==> config.mk <==
export PLATFORM = sky130hd
export DESIGN_NAME = regfile_dumper
export DESIGN_NICKNAME = d
export VERILOG_FILES = /design/src/rtl/regfile_dumper.sv
export SDC_FILE = /design/constraint.sdc
export NUM_CORES = 1
export LEC_CHECK = 0
export ABC_AREA = 1
export CAP_MARGIN = 20
export CELL_PAD_IN_SITES_DETAIL_PLACEMENT = 1
export CELL_PAD_IN_SITES_GLOBAL_PLACEMENT = 1
export CORE_MARGIN = 5
export CORE_UTILIZATION = 28
export CTS_CLUSTER_DIAMETER = 30
export DETAILED_ROUTE_END_ITERATION = 8
export GPL_ROUTABILITY_DRIVEN = 0
export PLACE_DENSITY = 0.82
export SLEW_MARGIN = 20
export SYNTH_ARGS = -nofsm -noshare
export SYNTH_HDL_FRONTEND = slang
export SYNTH_SLANG_ARGS = --single-unit
==> constraint.sdc <==
create_clock -name clk -period 1.75 [get_ports clk]
set_input_delay 0.175 -clock clk [delete_from_list [all_inputs] [get_ports clk]]
set_output_delay 0.175 -clock clk [all_outputs]
set_load 0.05 [all_outputs]
==> src/rtl/regfile_dumper.sv <==
// Debug readout engine: walks register-file indices FIRST_REG..LAST_REG over one read port
// and streams each word on a valid/ready link. Define REGDUMP_CHECKSUM_EN to append an XOR checksum beat.
module regfile_dumper #(
  parameter int DW        = 64,
  parameter int FIRST_REG = 0,
  parameter int LAST_REG  = 30
) (
  input  logic          clk,
  input  logic          reset_n,
  input  logic          start,
  output logic          busy,
  output logic          done,
  output logic [4:0]    ra,
  input  logic [DW-1:0] rd,
  output logic          out_valid,
  input  logic          out_ready,
  output logic [DW-1:0] out_data,
  output logic [4:0]    out_idx,
  output logic          out_last,
  output logic          out_chk
);

  localparam logic [4:0] FIRST_IDX = 5'(FIRST_REG);
  localparam logic [4:0] LAST_IDX  = 5'(LAST_REG);

`ifdef REGDUMP_CHECKSUM_EN
  typedef enum logic [2:0] {
    S_IDLE = 3'd0, S_READ = 3'd1, S_SEND = 3'd2, S_CHK = 3'd3, S_DONE = 3'd4
  } state_t;

  function automatic logic [DW-1:0] csum_fold(input logic [DW-1:0] acc, input logic [DW-1:0] beat);
    return acc ^ beat;
  endfunction

  logic [DW-1:0] csum_q, csum_d;
  logic          chk_q, chk_d;
`else
  typedef enum logic [2:0] {
    S_IDLE = 3'd0, S_READ = 3'd1, S_SEND = 3'd2, S_DONE = 3'd4
  } state_t;
`endif

  state_t        state_q, state_d;
  logic [4:0]    ra_q, ra_d;
  logic          busy_q, busy_d;
  logic          done_q, done_d;
  logic          valid_q, valid_d;
  logic [DW-1:0] data_q, data_d;
  logic [4:0]    idx_q, idx_d;
  logic          last_q, last_d;

  // State register
  always_ff @(posedge clk) begin
    if (!reset_n) begin
      state_q <= S_IDLE;
    end else begin
      state_q <= state_d;
    end
  end

  // Next-state logic
  always_comb begin
    state_d = state_q;
    case (state_q)
      S_IDLE: begin
        if (start) state_d = S_READ;
        else       state_d = S_IDLE;
      end
      S_READ: state_d = S_SEND;
      S_SEND: begin
        if (valid_q && out_ready) begin
          if (ra_q != LAST_IDX) begin
            state_d = S_READ;
          end else begin
`ifdef REGDUMP_CHECKSUM_EN
            state_d = S_CHK;
`else
            state_d = S_DONE;
`endif
          end
        end else begin
          state_d = S_SEND;
        end
      end
`ifdef REGDUMP_CHECKSUM_EN
      S_CHK: begin
        if (valid_q && out_ready) state_d = S_DONE;
        else                      state_d = S_CHK;
      end
`endif
      S_DONE:  state_d = S_IDLE;
      default: state_d = S_IDLE;
    endcase
  end

  // Next values of the registered outputs and datapath
  always_comb begin
    ra_d    = ra_q;
    busy_d  = busy_q;
    done_d  = 1'b0;
    valid_d = valid_q;
    data_d  = data_q;
    idx_d   = idx_q;
    last_d  = last_q;
`ifdef REGDUMP_CHECKSUM_EN
    csum_d  = csum_q;
    chk_d   = chk_q;
`endif
    case (state_q)
      S_IDLE: begin
        if (start) begin
          ra_d   = FIRST_IDX;
          busy_d = 1'b1;
`ifdef REGDUMP_CHECKSUM_EN
          csum_d = '0;
`endif
        end else begin
          busy_d = 1'b0;
        end
      end
      S_READ: begin
        data_d  = rd;
        idx_d   = ra_q;
        valid_d = 1'b1;
`ifdef REGDUMP_CHECKSUM_EN
        last_d  = 1'b0;
        chk_d   = 1'b0;
`else
        last_d  = (ra_q == LAST_IDX);
`endif
      end
      S_SEND: begin
        if (valid_q && out_ready) begin
          valid_d = 1'b0;
`ifdef REGDUMP_CHECKSUM_EN
          csum_d  = csum_fold(csum_q, data_q);
`endif
          if (ra_q != LAST_IDX) begin
            ra_d = ra_q + 5'd1;
          end else begin
`ifndef REGDUMP_CHECKSUM_EN
            busy_d = 1'b0;
            done_d = 1'b1;
`endif
          end
        end else begin
          valid_d = valid_q;
        end
      end
`ifdef REGDUMP_CHECKSUM_EN
      // First CHK cycle loads the checksum beat, later cycles wait for the handshake
      S_CHK: begin
        if (!valid_q) begin
          data_d  = csum_q;
          idx_d   = 5'd0;
          chk_d   = 1'b1;
          last_d  = 1'b1;
          valid_d = 1'b1;
        end else if (out_ready) begin
          valid_d = 1'b0;
          chk_d   = 1'b0;
          busy_d  = 1'b0;
          done_d  = 1'b1;
        end else begin
          valid_d = 1'b1;
        end
      end
`endif
      S_DONE: begin
        busy_d = 1'b0;
      end
      default: begin
        busy_d  = 1'b0;
        valid_d = 1'b0;
      end
    endcase
  end

  // Datapath and output registers
  always_ff @(posedge clk) begin
    if (!reset_n) begin
      ra_q    <= 5'd0;
      busy_q  <= 1'b0;
      done_q  <= 1'b0;
      valid_q <= 1'b0;
      data_q  <= '0;
      idx_q   <= 5'd0;
      last_q  <= 1'b0;
`ifdef REGDUMP_CHECKSUM_EN
      csum_q  <= '0;
      chk_q   <= 1'b0;
`endif
    end else begin
      ra_q    <= ra_d;
      busy_q  <= busy_d;
      done_q  <= done_d;
      valid_q <= valid_d;
      data_q  <= data_d;
      idx_q   <= idx_d;
      last_q  <= last_d;
`ifdef REGDUMP_CHECKSUM_EN
      csum_q  <= csum_d;
      chk_q   <= chk_d;
`endif
    end
  end

  assign ra        = ra_q;
  assign busy      = busy_q;
  assign done      = done_q;
  assign out_valid = valid_q;
  assign out_data  = data_q;
  assign out_idx   = idx_q;
  assign out_last  = last_q;
`ifdef REGDUMP_CHECKSUM_EN
  assign out_chk   = chk_q;
`else
  assign out_chk   = 1'b0;
`endif

endmodule

# Yosys cells after proc, flatten, opt, wreduce, memory -nomap -nowiden

Cells that the tools add are included.

Register bits: 81
Input bits: 68
Output and inout port bits: 79

$add $sub $neg: 1
Equal/unequal tests: 9
Muxes and demuxes: 15
Bitwise logic cells: 2
Reductions and logical operators: 8

Operators by type and width:

| operator              | number |
|---|---|
| $mux W5               | 3 |
| $pmux W5 S2           | 1 |
| $pmux W3 S3           | 1 |
| $ne A2 B2 Y1 const B  | 4 |
| $mux W1               | 6 |
| $mux W3               | 2 |
| $pmux W1 S3           | 2 |
| $reduce_and A3 Y1     | 2 |
| $add A5 B1 Y5 const B | 1 |
| $eq A5 B5 Y1 const B  | 1 |
| $ne A5 B5 Y1 const B  | 1 |
| $reduce_and A4 Y1     | 1 |
| $eq A3 B1 Y1 const B  | 1 |
| $eq A3 B2 Y1 const B  | 1 |
| $eq A3 B3 Y1 const B  | 1 |
| $logic_not A3 Y1      | 1 |
| $not A1 Y1            | 2 |
| $reduce_and A2 Y1     | 1 |
| $reduce_bool A2 Y1    | 1 |
| $reduce_or A2 Y1      | 1 |
| $logic_and A1 B1 Y1   | 1 |

# Longest topological paths before layout

Gate-level depths: netlist of the first run.

Word-level depth: 4
Depth in mapped cells: 10

# Worst setup path before layout of the first run

No wires, ideal clock.

Path kind: register -> register
Start point: register ra_q[0] (netlist: ra[0])
End point: register ra_q[4] (netlist: ra[4])
Library setup time: 115 ps
Data arrival time: 1628 ps
Data required time: 1635 ps
Path slack: 8 ps
Stages on the path, launching flop included: 11
Path through: dfxtp_1 -> inv_1 -> ha_1 -> nand2_1 -> inv_1 -> nand2_1 -> nand3_2 -> nand2_2 -> nand2_1 -> nand2_1 -> nor2_1

Longest elaborated chain between the ends: 4
Elaborated cells on any way between the ends: 7
Classes of those cells: 1 x add/sub; 2 x eq/ne; 3 x mux; 1 x reduce/logical

RTL lines:

| element                  | RTL line | source |
|---|---|---|
| start: declaration       | 44       | `logic [4:0] ra_q, ra_d;` |
| start signal: assignment | 194      | `ra_q <= ra_d;` |
| $add A5 B1 Y5            | 139      | `ra_d = ra_q + 5'd1;` |
| $mux W5                  | 138      | `if (ra_q != LAST_IDX) begin` |
| $mux W5                  | 133      | `if (valid_q && out_ready) begin` |
| $pmux W5 S2              | 109      | `case (state_q)` |

Parallel ways exist; a longest one is shown, timed or not. The select of a mux whose other input is x is not followed.
A chain may end at the register's enable or synchronous reset.

# Worst setup path in the final report of the first run

Start point: register data_q[62] (netlist: out_data[62])
End point: output port out_data[62]

RTL lines:

| element                  | RTL line | source |
|---|---|---|
| start: declaration       | 48       | `logic [DW-1:0] data_q, data_d;` |
| start signal: assignment | 198      | `data_q <= data_d;` |
| end: declaration         | 17       | `output logic [DW-1:0] out_data,` |

No word-level cell between the ends.

==> results of run 1 <==
metrics by stage:
step	power (mW)	std cells	cell area, um^2	hold WS (ns)	util [%]
global route	6.02	668	4740	0.163	45.5
floorplan	3.62	386	3010	0.310	-
finish	5.69	668	4740	0.161	45.5
global placement	4.33	652	4500	0.480	43.2
CTS	5.78	668	4700	0.140	45.1
detailed placement	4.38	652	4500	0.495	43.2
cells in the mapped netlist, drive strengths merged:
library cell  count  area share (%)
nand3            12             2.2
nor3              1            0.54
nor4              2            0.42
nor2            149              19
clkbuf           12             1.5
dfxtp            81              54
buf              12             4.2
xnor2             1            0.29
a21oi             7             1.2
inv              11             1.4
o21ai            72              12
clkinv            1            0.12
nand4             1            0.21
nand2            21             2.7
ha                2            0.83
conb              1            0.12
worst max path at each step:
stage	start	endpoint	slack [ns]	cells after the start
2_1_floorplan	ra[0]	ra[4]	0.008	10
4_1_cts	out_data[6]	out_data[6]	0.008	1
3_5_place_dp	ra[0]	ra[3]	0.28	10
5_1_grt	out_data[25]	out_data[25]	0.0009	1
6_report	out_data[62]	out_data[62]	0.06	1
3_3_place_gp	ra[4]	ra[4]	0.36	1
routing by layer:
layer  global-route usage, %  vias up
met2                    27.4      113
met3                    6.79       15
met5                       0        -
li1                        -     1512
met1                    17.8     1414
met4                    6.01        0
cell families (layout without fill, tap and decap cells):
group           after synthesis  count (layout)  share of synthesized area (%)
xor+xnor                      1               1                          0.291
simple gates                186             186                           24.7
other cells                   1               1                          0.124
compound gates               79              79                           13.1
fa+ha+maj                     2               2                          0.830
buf+inv                      36             182                           7.14
flops                        81              81                           53.8
what timing repair did:
item | CTS | global route
setup endpoints to repair | 2 | 16
gates resized for setup | 2 | 16
hold buffers | 0 | 0
gates cloned | 0 | 0
power breakdown:
group,switching (mW),internal (mW),total (mW)
Combinational,1.40,0.678,2.08
Clock,0.682,0.694,1.38
Sequential,0.139,2.10,2.23
Total,2.22,3.47,5.69
tightest hold or removal path, cell delays in order:
cell	delay [ns]
buf_2	0.17
o21ai_0	0.09
nor2_1	0.04
flip-flops by register name, indices dropped and copies added (netlist names):
name,flops
state_q,3
out_data,64
ra,5
done,1
out_last,1
out_idx,5
busy,1
out_valid,1
layout make-up:
type,instances,share of cell area (%)
clock inverter,5,1.16
multi-input combinational,269,24.8
clock buffer,11,2.98
timing repair buffer,154,32.3
inverter,12,0.951
tap,136,3.59
sequential,81,34.2
==> summary.md, run 1 <==
| Metric | Value |
|---|---|
| Startpoint types | `flip-flop` |
| Quantity of I/O buffers inserted on ports | `145` |
| Share of layout cells above drive strength 1 | `7.52%` |
| Reg2Reg Capture Point | `ra[3]` |
| Initial Utilization | `28.9%` |
| Largest net degree at the start of global routing | `45` |
| DP HPWL | `7.58 mm` |
| Endpoints failing setup | `0` |
| Floorplan core area | `10400 um^2` |
| GR Util All Layers | `16.1%` |
| Vias per cell | `4.57` |
| Fmax | `591 MHz` |
| DR vias | `3054` |
| Hold_sp | `reset_n` |
| Reg2reg start | `ra[0]` |
| Total Nets Final | `597` |
| CP Max Fanout | `2` |
| Static Leakage | `2.24 nW` |
| Met3 routed WL | `1.02 mm` |
| Buf/Inv on CP | `1` |
| H-tree levels | `3` |
| Wire length on met2 | `5.08 mm` |
| Worst-Margin Slew | `0.555 ns` |
| RSZ-0062 raised after global routing | `no` |
| Multi-input logic area | `1180 um^2` |
| CTS tree | `built` |
| Run status | `complete, no violations` |
| Distinct cells, synth | `23` |
| WP data required | `1.57 ns` |
| ANT cells | `0` |
| Final period util | `96.7%` |
| Setup_tns | `0 ns` |
| Die X | `114 um` |
| Leading cell types in the layout, fill and taps excluded | `148 x nor2_1, 117 x clkdlybuf4s50_1, 81 x dfxtp_1, 62 x o21ai_0, 20 x nand2_1` |
| Final Slew Violations | `0` |
| Reg2Reg Setup Slack | `0.18 ns` |
| Total CTS buffers | `9` |
| CTS max path bufs | `2` |
| Die height | `114 um` |
| WHS Path Cells | `3` |
| Worst Skew | `0.00584 ns` |
| WL per Instance | `15.6 um` |
| Crit. End Element | `output pin` |
| Num rows | `37` |
| Number of I/O pins | `147` |
| Post-Syn Area per Cell | `7.81 um^2` |
| Post-synthesis sequential area ratio | `53.8%` |
| Max-cap violations | `0` |
| Storage cell area | `1620 um^2` |
| Max stage delay on crit path | `0.82 ns` |
| Post-route ant nets | `0` |
| Synth Cell Area | `3010 um^2` |
| CP Cell Sequence | `clkdlybuf4s50_1` |
| CP top delay family | `buffers and inverters` |
| Number of fillers in the final layout | `1260` |
| Post-CTS Setup Repair Bufs | `0` |
| Final Hold Vio Count | `0` |
| Synth warn | `0` |
| Number of global-route vias before repair | `3270` |
| Antenna violations before repair | `0` |
| DRT iter0 DRCs | `136` |
| Syn Inst Count | `386` |
| Slew margin rel. | `62.9%` |
| Grt ovf | `0` |
| Crit path time final | `1.69 ns` |
| Commonest non-fill, non-tap cell in the layout | `nor2_1` |
| Top sig layer | `met4` |
| CP Data Arrival Time | `1.52 ns` |
| Crit-path slowest cell | `clkdlybuf4s50_1` |
| Worst r2r path cells | `10` |
| Worst hold path endpoint | `out_data[39]` |
| Final wirelength | `10.5 mm` |
| First-pass GRT wire length | `16.7 mm` |
| Clock Latency Late Sink | `0.35 ns` |
| Pre-antenna DRT Iters | `4` |
| Flops & latches, synth | `81` |
| Clock sink count | `81` |
| Setup ws final | `0.0583 ns` |
| Area of the die | `12900 um^2` |
| Reg clk slew, reported paths | `0.08 ns` |
| Cell Pwr Density | `1200 nW/um^2` |
| Metal-1 WL | `4.18 mm` |
| Root Buffer | `clkbuf_8` |
| Critical path type | `reg -> out` |
| Hold crit path type | `in -> reg` |
| Place WS | `0.281 ns` |
| P&R area growth vs syn | `57.3%` |
| Syn Nets | `456` |
| DRC | `0` |
| VDD IR max | `0.000452 V` |
Power figures use the tool's default switching activity.
==> run 2, diff against run 1 <==
Settings changed: SLEW_MARGIN 20 to default.
==> results of run 2 <==
No change in the layout: final DEF, timing and power equal those of run 1.
